**src/rtl/hdr_cmd_sequencer.sv**
```systemverilog
// rtl/hdr_cmd_sequencer.sv - HDR command chain sequencer between command queue and hdr_engine
module hdr_cmd_sequencer #(
    parameter int DEPTH = 4,
    parameter int TID_W = 4,
    parameter int TO_W  = 10
) (
    input  logic             i_sys_clk,
    input  logic             i_sys_rst_n,
    input  logic             i_cmd_valid,
    output logic             o_cmd_ready,
    input  logic             i_cmd_cp,
    input  logic             i_cmd_toc,
    input  logic [2:0]       i_cmd_mode,
    input  logic [TID_W-1:0] i_cmd_tid,
    output logic             o_hdr_en,
    output logic             o_cp,
    output logic             o_toc,
    output logic [2:0]       o_mode,
    input  logic             i_xfer_done,
    input  logic             i_hdr_done,
    input  logic             i_abort,
    output logic             o_resp_valid,
    input  logic             i_resp_ready,
    output logic [TID_W-1:0] o_resp_tid,
    output logic             o_resp_err,
    output logic             o_busy,
    output logic             o_timeout,
    output logic             o_chain_trunc
);
    localparam int         PTR_W    = (DEPTH > 1) ? $clog2(DEPTH) : 1;
    localparam int         CNT_W    = PTR_W + 1;
    localparam logic [2:0] MODE_DDR = 3'd6;

    typedef enum logic [2:0] {S_IDLE, S_LAUNCH, S_RUN, S_DRAIN, S_FLUSH} state_t;
    state_t state, state_nxt;

    // Command FIFO storage and bookkeeping
    logic             cmd_cp_mem   [DEPTH];
    logic             cmd_toc_mem  [DEPTH];
    logic [2:0]       cmd_mode_mem [DEPTH];
    logic [TID_W-1:0] cmd_tid_mem  [DEPTH];
    logic [PTR_W-1:0] cmd_wr_ptr, cmd_rd_ptr;
    logic [CNT_W-1:0] cmd_count, term_cnt;

    // Response FIFO storage and bookkeeping
    logic [TID_W-1:0] rsp_tid_mem [DEPTH];
    logic             rsp_err_mem [DEPTH];
    logic [PTR_W-1:0] rsp_wr_ptr, rsp_rd_ptr;
    logic [CNT_W-1:0] rsp_count;

    // Command currently owned by the engine
    logic             cur_cp, cur_toc;
    logic [2:0]       cur_mode;
    logic [TID_W-1:0] cur_tid;

    logic [TO_W-1:0]  wd_cnt;

    logic             head_cp, head_toc, head_term, cur_term, in_term;
    logic [2:0]       head_mode;
    logic [TID_W-1:0] head_tid;
    logic             inflight, cmd_push, force_toc, push_term, wd_expired, rsp_pop;
    logic [CNT_W:0]   occupancy;

    logic             cmd_pop, cur_load, rsp_push, rsp_push_err, hdr_en_nxt, timeout_fire;
    logic [TID_W-1:0] rsp_push_tid;
    logic             cfg_cp_nxt, cfg_toc_nxt;
    logic [2:0]       cfg_mode_nxt;

    assign head_cp   = cmd_cp_mem[cmd_rd_ptr];
    assign head_toc  = cmd_toc_mem[cmd_rd_ptr];
    assign head_mode = cmd_mode_mem[cmd_rd_ptr];
    assign head_tid  = cmd_tid_mem[cmd_rd_ptr];
    assign head_term = head_toc || (head_mode != MODE_DDR);
    assign cur_term  = cur_toc || (cur_mode != MODE_DDR);
    assign in_term   = i_cmd_toc || (i_cmd_mode != MODE_DDR);

    // A launched-but-unanswered command still owes a response slot
    assign inflight    = (state == S_LAUNCH) || (state == S_RUN);
    assign occupancy   = (CNT_W+1)'(cmd_count) + (CNT_W+1)'(rsp_count) + (CNT_W+1)'(inflight);
    assign o_cmd_ready = occupancy < (CNT_W+1)'(DEPTH);
    assign cmd_push    = i_cmd_valid && o_cmd_ready;

    // Filling the FIFO with an open chain would deadlock, so close it here
    assign force_toc = cmd_push && !in_term && (term_cnt == '0) && (cmd_count == CNT_W'(DEPTH - 1));
    assign push_term = in_term || force_toc;

    assign wd_expired = (wd_cnt == '1) && !i_xfer_done && !i_hdr_done &&
                        ((state == S_RUN) || (state == S_DRAIN));

    assign rsp_pop    = o_resp_valid && i_resp_ready;
    assign o_resp_tid = o_resp_valid ? rsp_tid_mem[rsp_rd_ptr] : '0;
    assign o_resp_err = o_resp_valid && rsp_err_mem[rsp_rd_ptr];

    // Next-state, FIFO control and engine configuration selection
    always_comb begin
        state_nxt    = state;
        cmd_pop      = 1'b0;
        cur_load     = 1'b0;
        rsp_push     = 1'b0;
        rsp_push_tid = cur_tid;
        rsp_push_err = 1'b0;
        hdr_en_nxt   = o_hdr_en;
        timeout_fire = 1'b0;
        cfg_cp_nxt   = o_cp;
        cfg_toc_nxt  = o_toc;
        cfg_mode_nxt = o_mode;
        unique case (state)
            S_IDLE: begin
                if (term_cnt != '0) begin
                    cmd_pop      = 1'b1;
                    cur_load     = 1'b1;
                    cfg_cp_nxt   = head_cp;
                    cfg_toc_nxt  = head_toc;
                    cfg_mode_nxt = head_mode;
                    state_nxt    = S_LAUNCH;
                end
            end
            S_LAUNCH: begin
                if (i_abort) begin
                    rsp_push     = 1'b1;
                    rsp_push_err = 1'b1;
                    state_nxt    = S_FLUSH;
                end else begin
                    hdr_en_nxt   = 1'b1;
                    cfg_cp_nxt   = cur_cp;
                    cfg_toc_nxt  = cur_toc;
                    cfg_mode_nxt = cur_mode;
                    state_nxt    = S_RUN;
                end
            end
            S_RUN: begin
                if (i_xfer_done) begin
                    rsp_push = 1'b1;
                    if (i_abort) begin
                        hdr_en_nxt = 1'b0;
                        state_nxt  = S_FLUSH;
                    end else if (!cur_term) begin
                        cmd_pop      = 1'b1;
                        cur_load     = 1'b1;
                        cfg_cp_nxt   = head_cp;
                        cfg_toc_nxt  = head_toc;
                        cfg_mode_nxt = head_mode;
                    end else begin
                        state_nxt = S_DRAIN;
                    end
                end else if (i_abort || wd_expired) begin
                    hdr_en_nxt   = 1'b0;
                    rsp_push     = 1'b1;
                    rsp_push_err = 1'b1;
                    timeout_fire = wd_expired;
                    state_nxt    = S_FLUSH;
                end else if (!cur_term) begin
                    // Prefetch: the engine sees the next command's config early
                    cfg_cp_nxt   = head_cp;
                    cfg_toc_nxt  = head_toc;
                    cfg_mode_nxt = head_mode;
                end else begin
                    cfg_cp_nxt   = cur_cp;
                    cfg_toc_nxt  = cur_toc;
                    cfg_mode_nxt = cur_mode;
                end
            end
            S_DRAIN: begin
                if (i_abort || wd_expired) begin
                    hdr_en_nxt   = 1'b0;
                    timeout_fire = wd_expired;
                    state_nxt    = S_FLUSH;
                end else if (i_hdr_done) begin
                    hdr_en_nxt = 1'b0;
                    state_nxt  = S_IDLE;
                end
            end
            S_FLUSH: begin
                // A terminator in cur means the chain is already fully answered
                if (cur_term) begin
                    state_nxt = S_IDLE;
                end else begin
                    cmd_pop      = 1'b1;
                    rsp_push     = 1'b1;
                    rsp_push_tid = head_tid;
                    rsp_push_err = 1'b1;
                    if (head_term) begin
                        state_nxt = S_IDLE;
                    end
                end
            end
            default: state_nxt = S_IDLE;
        endcase
    end

    // State register
    always_ff @(posedge i_sys_clk or negedge i_sys_rst_n) begin
        if (!i_sys_rst_n) begin
            state <= S_IDLE;
        end else begin
            state <= state_nxt;
        end
    end

    // FIFO data arrays are plain storage; validity lives in the counters
    always_ff @(posedge i_sys_clk) begin
        if (cmd_push) begin
            cmd_cp_mem[cmd_wr_ptr]   <= i_cmd_cp;
            cmd_toc_mem[cmd_wr_ptr]  <= i_cmd_toc || force_toc;
            cmd_mode_mem[cmd_wr_ptr] <= i_cmd_mode;
            cmd_tid_mem[cmd_wr_ptr]  <= i_cmd_tid;
        end
        if (rsp_push) begin
            rsp_tid_mem[rsp_wr_ptr] <= rsp_push_tid;
            rsp_err_mem[rsp_wr_ptr] <= rsp_push_err;
        end
    end

    // Command FIFO pointers, occupancy and terminator count
    always_ff @(posedge i_sys_clk or negedge i_sys_rst_n) begin
        if (!i_sys_rst_n) begin
            cmd_wr_ptr <= '0;
            cmd_rd_ptr <= '0;
            cmd_count  <= '0;
            term_cnt   <= '0;
        end else begin
            if (cmd_push) cmd_wr_ptr <= cmd_wr_ptr + PTR_W'(1);
            if (cmd_pop)  cmd_rd_ptr <= cmd_rd_ptr + PTR_W'(1);
            unique case ({cmd_push, cmd_pop})
                2'b10:   cmd_count <= cmd_count + CNT_W'(1);
                2'b01:   cmd_count <= cmd_count - CNT_W'(1);
                default: cmd_count <= cmd_count;
            endcase
            unique case ({cmd_push && push_term, cmd_pop && head_term})
                2'b10:   term_cnt <= term_cnt + CNT_W'(1);
                2'b01:   term_cnt <= term_cnt - CNT_W'(1);
                default: term_cnt <= term_cnt;
            endcase
        end
    end

    // Response FIFO pointers, occupancy and registered valid
    always_ff @(posedge i_sys_clk or negedge i_sys_rst_n) begin
        if (!i_sys_rst_n) begin
            rsp_wr_ptr   <= '0;
            rsp_rd_ptr   <= '0;
            rsp_count    <= '0;
            o_resp_valid <= 1'b0;
        end else begin
            if (rsp_push) rsp_wr_ptr <= rsp_wr_ptr + PTR_W'(1);
            if (rsp_pop)  rsp_rd_ptr <= rsp_rd_ptr + PTR_W'(1);
            unique case ({rsp_push, rsp_pop})
                2'b10:   rsp_count <= rsp_count + CNT_W'(1);
                2'b01:   rsp_count <= rsp_count - CNT_W'(1);
                default: rsp_count <= rsp_count;
            endcase
            o_resp_valid <= rsp_push || (rsp_count > CNT_W'(rsp_pop));
        end
    end

    // Current command and registered engine-facing outputs
    always_ff @(posedge i_sys_clk or negedge i_sys_rst_n) begin
        if (!i_sys_rst_n) begin
            cur_cp        <= 1'b0;
            cur_toc       <= 1'b0;
            cur_mode      <= MODE_DDR;
            cur_tid       <= '0;
            o_hdr_en      <= 1'b0;
            o_cp          <= 1'b0;
            o_toc         <= 1'b0;
            o_mode        <= MODE_DDR;
            o_busy        <= 1'b0;
            o_timeout     <= 1'b0;
            o_chain_trunc <= 1'b0;
        end else begin
            if (cur_load) begin
                cur_cp   <= head_cp;
                cur_toc  <= head_toc;
                cur_mode <= head_mode;
                cur_tid  <= head_tid;
            end
            o_hdr_en      <= hdr_en_nxt;
            o_cp          <= cfg_cp_nxt;
            o_toc         <= cfg_toc_nxt;
            o_mode        <= cfg_mode_nxt;
            o_busy        <= (state_nxt != S_IDLE);
            o_timeout     <= timeout_fire;
            o_chain_trunc <= force_toc;
        end
    end

    // Watchdog: counts cycles without engine progress while the engine is enabled
    always_ff @(posedge i_sys_clk or negedge i_sys_rst_n) begin
        if (!i_sys_rst_n) begin
            wd_cnt <= '0;
        end else if ((state == S_LAUNCH) || i_xfer_done || i_hdr_done) begin
            wd_cnt <= '0;
        end else if ((state == S_RUN) || (state == S_DRAIN)) begin
            wd_cnt <= wd_cnt + TO_W'(1);
        end
    end

endmodule

```
**config.mk**
```make
export PLATFORM = sky130hd
export DESIGN_NAME = hdr_cmd_sequencer
export DESIGN_NICKNAME = d
export VERILOG_FILES = /design/src/rtl/hdr_cmd_sequencer.sv
export SDC_FILE = /design/constraint.sdc
export NUM_CORES = 1
export LEC_CHECK = 0
export CAP_MARGIN = 0
export CELL_PAD_IN_SITES_DETAIL_PLACEMENT = 0
export CELL_PAD_IN_SITES_GLOBAL_PLACEMENT = 1
export CORE_MARGIN = 4
export CORE_UTILIZATION = 46
export DETAILED_ROUTE_END_ITERATION = 6
export PLACE_DENSITY_LB_ADDON = 0.08
export SLEW_MARGIN = 20
export SYNTH_ARGS = -nofsm -noshare
export SYNTH_HDL_FRONTEND = slang
export SYNTH_SLANG_ARGS = --single-unit
```
**constraint.sdc**
```tcl
create_clock -name i_sys_clk -period 4.58 [get_ports i_sys_clk]
set_input_delay 0.916 -clock i_sys_clk [delete_from_list [all_inputs] [get_ports i_sys_clk]]
set_output_delay 0.916 -clock i_sys_clk [all_outputs]
set_load 0.03 [all_outputs]
```
==> results of run 1 <==
[per-layer routing]
layer | track usage (%) | up-vias
met1 | 19.59 | 1372
met4 | 3.695 | 0
met5 | 0 | -
li1 | - | 1348
met2 | 24.27 | 50
met3 | 4.148 | 2
[cell usage after synthesis, types with 2 or more instances]
| cell | n |
|---|---|
| xor2_1 | 10 |
| or4_1 | 3 |
| nand2b_1 | 4 |
| dfrtp_1 | 45 |
| or3_1 | 4 |
| nor3b_1 | 2 |
| nand3_1 | 5 |
| nor2_1 | 18 |
| o21ai_1 | 3 |
| ha_1 | 16 |
| and3_1 | 5 |
| nand4_1 | 3 |
| o21bai_1 | 2 |
| nor4bb_1 | 2 |
| edfxtp_1 | 56 |
| a21o_1 | 2 |
| xnor2_1 | 12 |
| mux4_2 | 14 |
| buf_1 | 2 |
| nand2_1 | 15 |
| and2_1 | 13 |
| o21ai_0 | 13 |
| a31oi_1 | 2 |
| nor2b_1 | 4 |
| a211o_1 | 2 |
| clkbuf_1 | 9 |
| a21oi_1 | 12 |
| nor4_1 | 4 |
| inv_1 | 16 |
| mux2_2 | 23 |
| nor3_1 | 2 |
| o31ai_1 | 2 |
| fa_1 | 3 |
| a211oi_1 | 2 |
| dfstp_2 | 4 |
[layout make-up]
| cell class | count | area share [%] |
|---|---|---|
| Timing Repair Buffer | 32 | 5.692 |
| Clock inverter | 7 | 1.321 |
| Clock buffer | 9 | 2.254 |
| Multi-Input combinational cell | 215 | 33.47 |
| Sequential cell | 105 | 53.01 |
| Inverter | 17 | 1.161 |
| Tap cell | 136 | 3.097 |
[through the flow]
step	area, um^2	worst slack [ns]	cells	util (%)
after detailed placement	5299	0.8126	505	51.33
after CTS	5495	0.8175	521	53.23
final	5495	0.8528	521	53.23
after global routing	5495	0.6812	521	53.23
after global placement	5299	0.8988	505	51.33
after floorplan	4865	1.429	349	-
[worst max-delay path by stage]
stage	cells past startpoint	from	slack (ns)	end
6_report	4	state[2]$_DFF_PN0_	0.85	o_cmd_ready
5_1_grt	4	state[2]$_DFF_PN0_	0.68	o_cmd_ready
4_1_cts	4	state[2]$_DFF_PN0_	0.82	o_cmd_ready
3_5_place_dp	10	i_cmd_mode[2]	0.81	term_cnt[2]$_DFFE_PN0P_
3_3_place_gp	10	i_cmd_mode[2]	0.90	term_cnt[2]$_DFFE_PN0P_
2_1_floorplan	12	state[0]$_DFF_PN0_	1.43	term_cnt[2]$_DFFE_PN0P_
[power by group through the flow]
| stage | clock [uW] | combinational [uW] | sequential, uW |
|---|---|---|---|
| after floorplan | 0 | 1260 | 1490 |
| after global placement | 0 | 1590 | 1580 |
| after detailed placement | 0 | 1610 | 1580 |
| after CTS | 582 | 1620 | 1560 |
| after global routing | 613 | 1760 | 1600 |
| final | 554 | 1590 | 1560 |
[logic make-up after synthesis]
group           share of synthesized area [%]
flops                                   59.88
simple gates                            10.18
compound gates                          6.301
mux                                     12.01
buf+inv                                 2.315
xor+xnor                                3.961
fa+ha+maj                               5.350
[state kept, by name, indices dropped and copies added, names as in the netlist, 2 cells and up]
signal	cells
cmd_tid_mem	16
rsp_tid_mem	16
cmd_mode_mem	12
wd_cnt	10
cmd_cp_mem	4
cmd_toc_mem	4
cur_tid	4
rsp_err_mem	4
cmd_count	3
cur_mode	3
o_mode	3
rsp_count	3
state	3
term_cnt	3
cmd_rd_ptr	2
cmd_wr_ptr	2
rsp_rd_ptr	2
rsp_wr_ptr	2
==> impl_metrics.json, run 1 <==
{
  "drcViolationCount": 0,
  "num_rows": 37,
  "cts_sinks": 105,
  "ctsLongestPathBuffers": 2,
  "power.internal_uw": 2315,
  "power_frac_comb_pct": 42.9,
  "synth_area_leaders": "edfxtp_1 (35%), dfrtp_1 (23%), mux4_2 (6.5%)",
  "die_h_um": 110.8,
  "multi_input_area_um2": 1839,
  "dr.max_layer_used": "met4",
  "wl_mm": 8.523,
  "wl_met1_mm": 3.875,
  "clkTransAtPathRegs_ns": 0.10,
  "io_pins": 32,
  "drv_cap": 0,
  "fin_setup_tns_ns": 0,
  "n_fill_cell": 896,
  "final_cell_mix": "edfxtp_1 (56), dfrtp_1 (45), clkdlybuf4s50_1 (30)",
  "switching_share_pct": 37.39,
  "gp_congestion": 0.7228,
  "fmax_mhz": 268.3,
  "start_util_pct": 47.12,
  "htreeDepth": 3,
  "outcome": "finished, final reports clean",
  "fin_skew_ns": 0.01295,
  "totalPowerFinal_uw": 3697,
  "syn_inst": 349,
  "yosysWarnings": 0,
  "overflow": 0,
  "core_um2": 10320,
  "min_to": "term_cnt[2]$_DFFE_PN0P_",
  "min_path_type": "reg -> reg",
  "yosysUniqueCellTypes": 50,
  "peakVddDrop_mv": 0.3043,
  "synth_nets": 384,
  "synth_edf_count": 56,
  "drt_iter0_drc": 103,
  "grt_start_max_net_pins": 50,
  "grt_pass1_wl_mm": 14.40,
  "hold_depth": 1,
  "root_buffer": "clkbuf_8",
  "mostFrequentLayoutCell": "edfxtp_1",
  "p_leak_uw": 0.002053,
  "cp_top_family": "buffers and inverters",
  "fin_hold_ws_ns": 0.5017,
  "cp_slowest_cell": "clkdlybuf4s50_1",
  "finalSetupViolations": 0,
  "num_vias": 2772,
  "period_needed_ns": 3.727,
  "cts_tree": "yes",
  "die_w_um": 110.8,
  "reg2reg_to": "term_cnt[2]$_DFFE_PN0P_",
  "synth-seq-area-share_pct": 59.88,
  "slew_headroom_pct": 49.01,
  "crit_required_ns": 3.66,
  "synth_top_area_share_pct": 34.57,
  "worstSetupStartpointType": "flip-flop",
  "synth.ff_latch_count": 105,
  "rsz0062_at_grt": "no",
  "area.growth.synth_to_final_pct": 12.96,
  "synthArstFlopShare_pct": 46.67,
  "ys.flop_type": "edfxtp_1",
  "min_from": "term_cnt[2]$_DFFE_PN0P_",
  "r2r_cells": 11,
  "worstPathMaxFanout": 17,
  "crit_path_cell_trace": "inv_2, a31o_2, a2111oi_4, clkdlybuf4s50_1",
  "r2r-start": "state[2]$_DFF_PN0_",
  "wl_met2_mm": 4.248,
  "drive_gt1_share_pct": 16.88,
  "power_frac_seq_pct": 42.1,
  "synth_area_um2": 4865,
  "cts_resized": 0,
  "period_share_pct": 81.38,
  "clkPwrFrac_pct": 15.0,
  "clk_latency_ns": 0.38,
  "antenna_left": 0,
  "ctsHoldBuffers": 0,
  "avgSynthCellArea_um2": 13.94,
  "max_stage_delay_ns": 0.77,
  "drt-wirelength-per-cell_um": 16.36,
  "power_switching_uw": 1382,
  "route.met3.wl_um": 352,
  "cp.arrival_ns": 2.81,
  "p_per_area_nw_per_um2": 672.8,
  "dp_hpwl_mm": 6.158,
  "nets": 415,
  "diodes": 0,
  "numCtsBuffers": 9,
  "tightest_slew_ns": 0.7579,
  "synth_area_leader_cell": "edfxtp_1",
  "r2r_slack_ns": 1.26,
  "grt_use_total_pct": 14.81,
  "drt-vias-per-instance": 5.321,
  "io_buffers": 31,
  "post_cts.repair.setup_buffers": 0,
  "hold_violations": 0,
  "cp-end-kind": "output pin",
  "grt_pass1_vias": 2804,
  "worst-path-buf-inv": 2,
  "critPathKind": "reg -> out",
  "antenna_found_initial": 0,
  "first_pass_iters": 4,
  "die_area_um2": 12280,
  "regArea_um2": 2913,
  "drv_slew": 0
}
No activity file was read; power rests on OpenSTA's default activity.
==> run 2, diff against run 1 <==
Clock period 4.58 ns to 3.6 ns, I/O delays scaled along.
==> run 2 against run 1 <==
Net effect:
- critical path depth is the same
- first-iteration DRC count is 9.7% higher
- register-to-register slack got worse by 0.78 ns
- core utilization up 0.50 points
- critical endpoint unchanged
- largest cell class unchanged
==> impl_metrics.json, run 2 (synthesis gave the netlist of run 1 again) <==
{
  "outcome": "finished, final reports clean",
  "overflow": 0,
  "max_stage_delay_ns": 0.77,
  "min_path_type": "in -> async",
  "period_share_pct": 92.82,
  "drive_gt1_share_pct": 18.37,
  "die_w_um": 110.8,
  "post_cts.repair.setup_buffers": 0,
  "die_area_um2": 12280,
  "grt_use_total_pct": 14.73,
  "area.growth.synth_to_final_pct": 14.02,
  "hold_violations": 0,
  "start_util_pct": 47.12,
  "top_regs": "cmd_tid_mem (16), rsp_tid_mem (16), cmd_mode_mem (12)",
  "core_um2": 10320,
  "cp_num_cells": 4,
  "r2r_cells": 11,
  "rsz0062_at_grt": "no",
  "nets": 422,
  "r2r-start": "cmd_count[0]$_DFFE_PN0P_",
  "drv_cap": 0,
  "reg2reg_to": "term_cnt[2]$_DFFE_PN0P_",
  "first_pass_iters": 7,
  "period_needed_ns": 3.342,
  "wl_mm": 8.577,
  "cts_sinks": 105,
  "p_per_area_nw_per_um2": 855.9,
  "crit_required_ns": 2.88,
  "diodes": 0,
  "drt-wirelength-per-cell_um": 16.24,
  "antenna_left": 0,
  "tightest_slew_ns": 0.7310,
  "worstSetupStartpointType": "flip-flop",
  "htreeDepth": 3,
  "final_cell_mix": "edfxtp_1 (56), dfrtp_1 (45), clkdlybuf4s50_1 (30)",
  "r2r_slack_ns": 0.48,
  "ctsHoldBuffers": 0,
  "cp.arrival_ns": 2.62,
  "p_leak_uw": 0.002083,
  "cp_slowest_cell": "clkdlybuf4s50_1",
  "clkTransAtPathRegs_ns": 0.10,
  "grt_start_max_net_pins": 33,
  "worst-path-buf-inv": 1,
  "clk_latency_ns": 0.37,
  "numCtsBuffers": 9,
  "fin_skew_ns": 0.01830,
  "grt_pass1_vias": 2799,
  "fin_setup_tns_ns": 0,
  "cp-end-kind": "output pin",
  "gp_congestion": 0.7328,
  "die_h_um": 110.8,
  "final_core_util_pct": 53.73,
  "dpl_worst_slack_ns": 0.07051,
  "cts_tree": "yes",
  "antenna_found_initial": 0,
  "num_vias": 2814,
  "peakVddDrop_mv": 0.5266,
  "crit_path_cell_trace": "ha_1, a31o_2, a2111oi_4, clkdlybuf4s50_1",
  "ctsLongestPathBuffers": 2,
  "finalSetupViolations": 0,
  "fin_hold_ws_ns": 0.3968,
  "slew_headroom_pct": 51.27,
  "num_rows": 37,
  "cp-startpoint": "cmd_count[0]$_DFFE_PN0P_",
  "drcViolationCount": 0,
  "mostFrequentLayoutCell": "edfxtp_1",
  "grt_pass1_wl_mm": 14.43,
  "setup_ws_ns": 0.2585,
  "drt_iter0_drc": 113,
  "io_buffers": 31,
  "io_pins": 32,
  "worstPathMaxFanout": 6,
  "cp_top_family": "compound AO/OA/AOI/OAI gates",
  "drv_slew": 0,
  "drt-vias-per-instance": 5.330,
  "fmax_mhz": 299.3,
  "worstSetupEndpoint": "o_cmd_ready",
  "dp_hpwl_mm": 6.181,
  "root_buffer": "clkbuf_8",
  "critPathKind": "reg -> out",
  "cts_resized": 0
}
==> run 2: cell types whose count changed in the layout (fill, tap and decap cells not counted), sizes merged <==
cell      previous run  this run
buf                  2         9
clkinvlp             1         2
inv                 21        20
==> run 2: per-stage QoR <==
step / cells / instance area (um^2) / power, uW
5_1_grt: 528 / 5547 / 5112
2_1_floorplan: 349 / 4865 / 3499
3_3_place_gp: 512 / 5351 / 4053
3_5_place_dp: 512 / 5351 / 4101
4_1_cts: 528 / 5547 / 4821
6_report: 528 / 5547 / 4747
==> run 2: where the power goes <==
group / leakage [uW] / internal, uW / switching, uW
registers: 0.00110 / 1660 / 242
logic: 0.000889 / 1040 / 1090
clock network: 0.0000926 / 271 / 437
==> run 2: how the worst min path moves through the flow <==
stage                                     endpoint  depth (start not counted)  slack, ns
after CTS                     o_hdr_en$_DFFE_PN0P_                          1       0.41
after floorplan           cmd_count[0]$_DFFE_PN0P_                          0       0.42
final                        wd_cnt[5]$_DFFE_PN0P_                          1       0.40
after global placement          cur_cp$_DFFE_PN0P_                          1       0.48
after global routing          o_hdr_en$_DFFE_PN0P_                          1       0.44
after detailed placement   term_cnt[2]$_DFFE_PN0P_                          1       0.49
==> run 2: area by class of cell <==
class | instances | area, um^2
Inverter | 17 | 63.81
Tap cell | 136 | 170.2
Multi-Input combinational cell | 215 | 1839
Clock buffer | 9 | 123.9
Timing Repair Buffer | 39 | 365.4
Clock inverter | 7 | 71.32
Fill cell | 868 | 4777
Sequential cell | 105 | 2913
==> run 2: per-layer routing <==
metal	share of wire, %	vias to the layer above	track usage [%]
met5	0	-	0
met4	0.85	0	4.187
met3	3.3	5	3.657
met2	48	37	23.18
met1	48	1416	20.45
li1	-	1356	-
==> run 3, diff against run 2 <==
Settings changed: SKIP_LAST_GASP set to 1, SLEW_MARGIN 20 to 0.
==> results of run 3 <==
No change in the layout: final DEF, timing and power equal those of run 2.
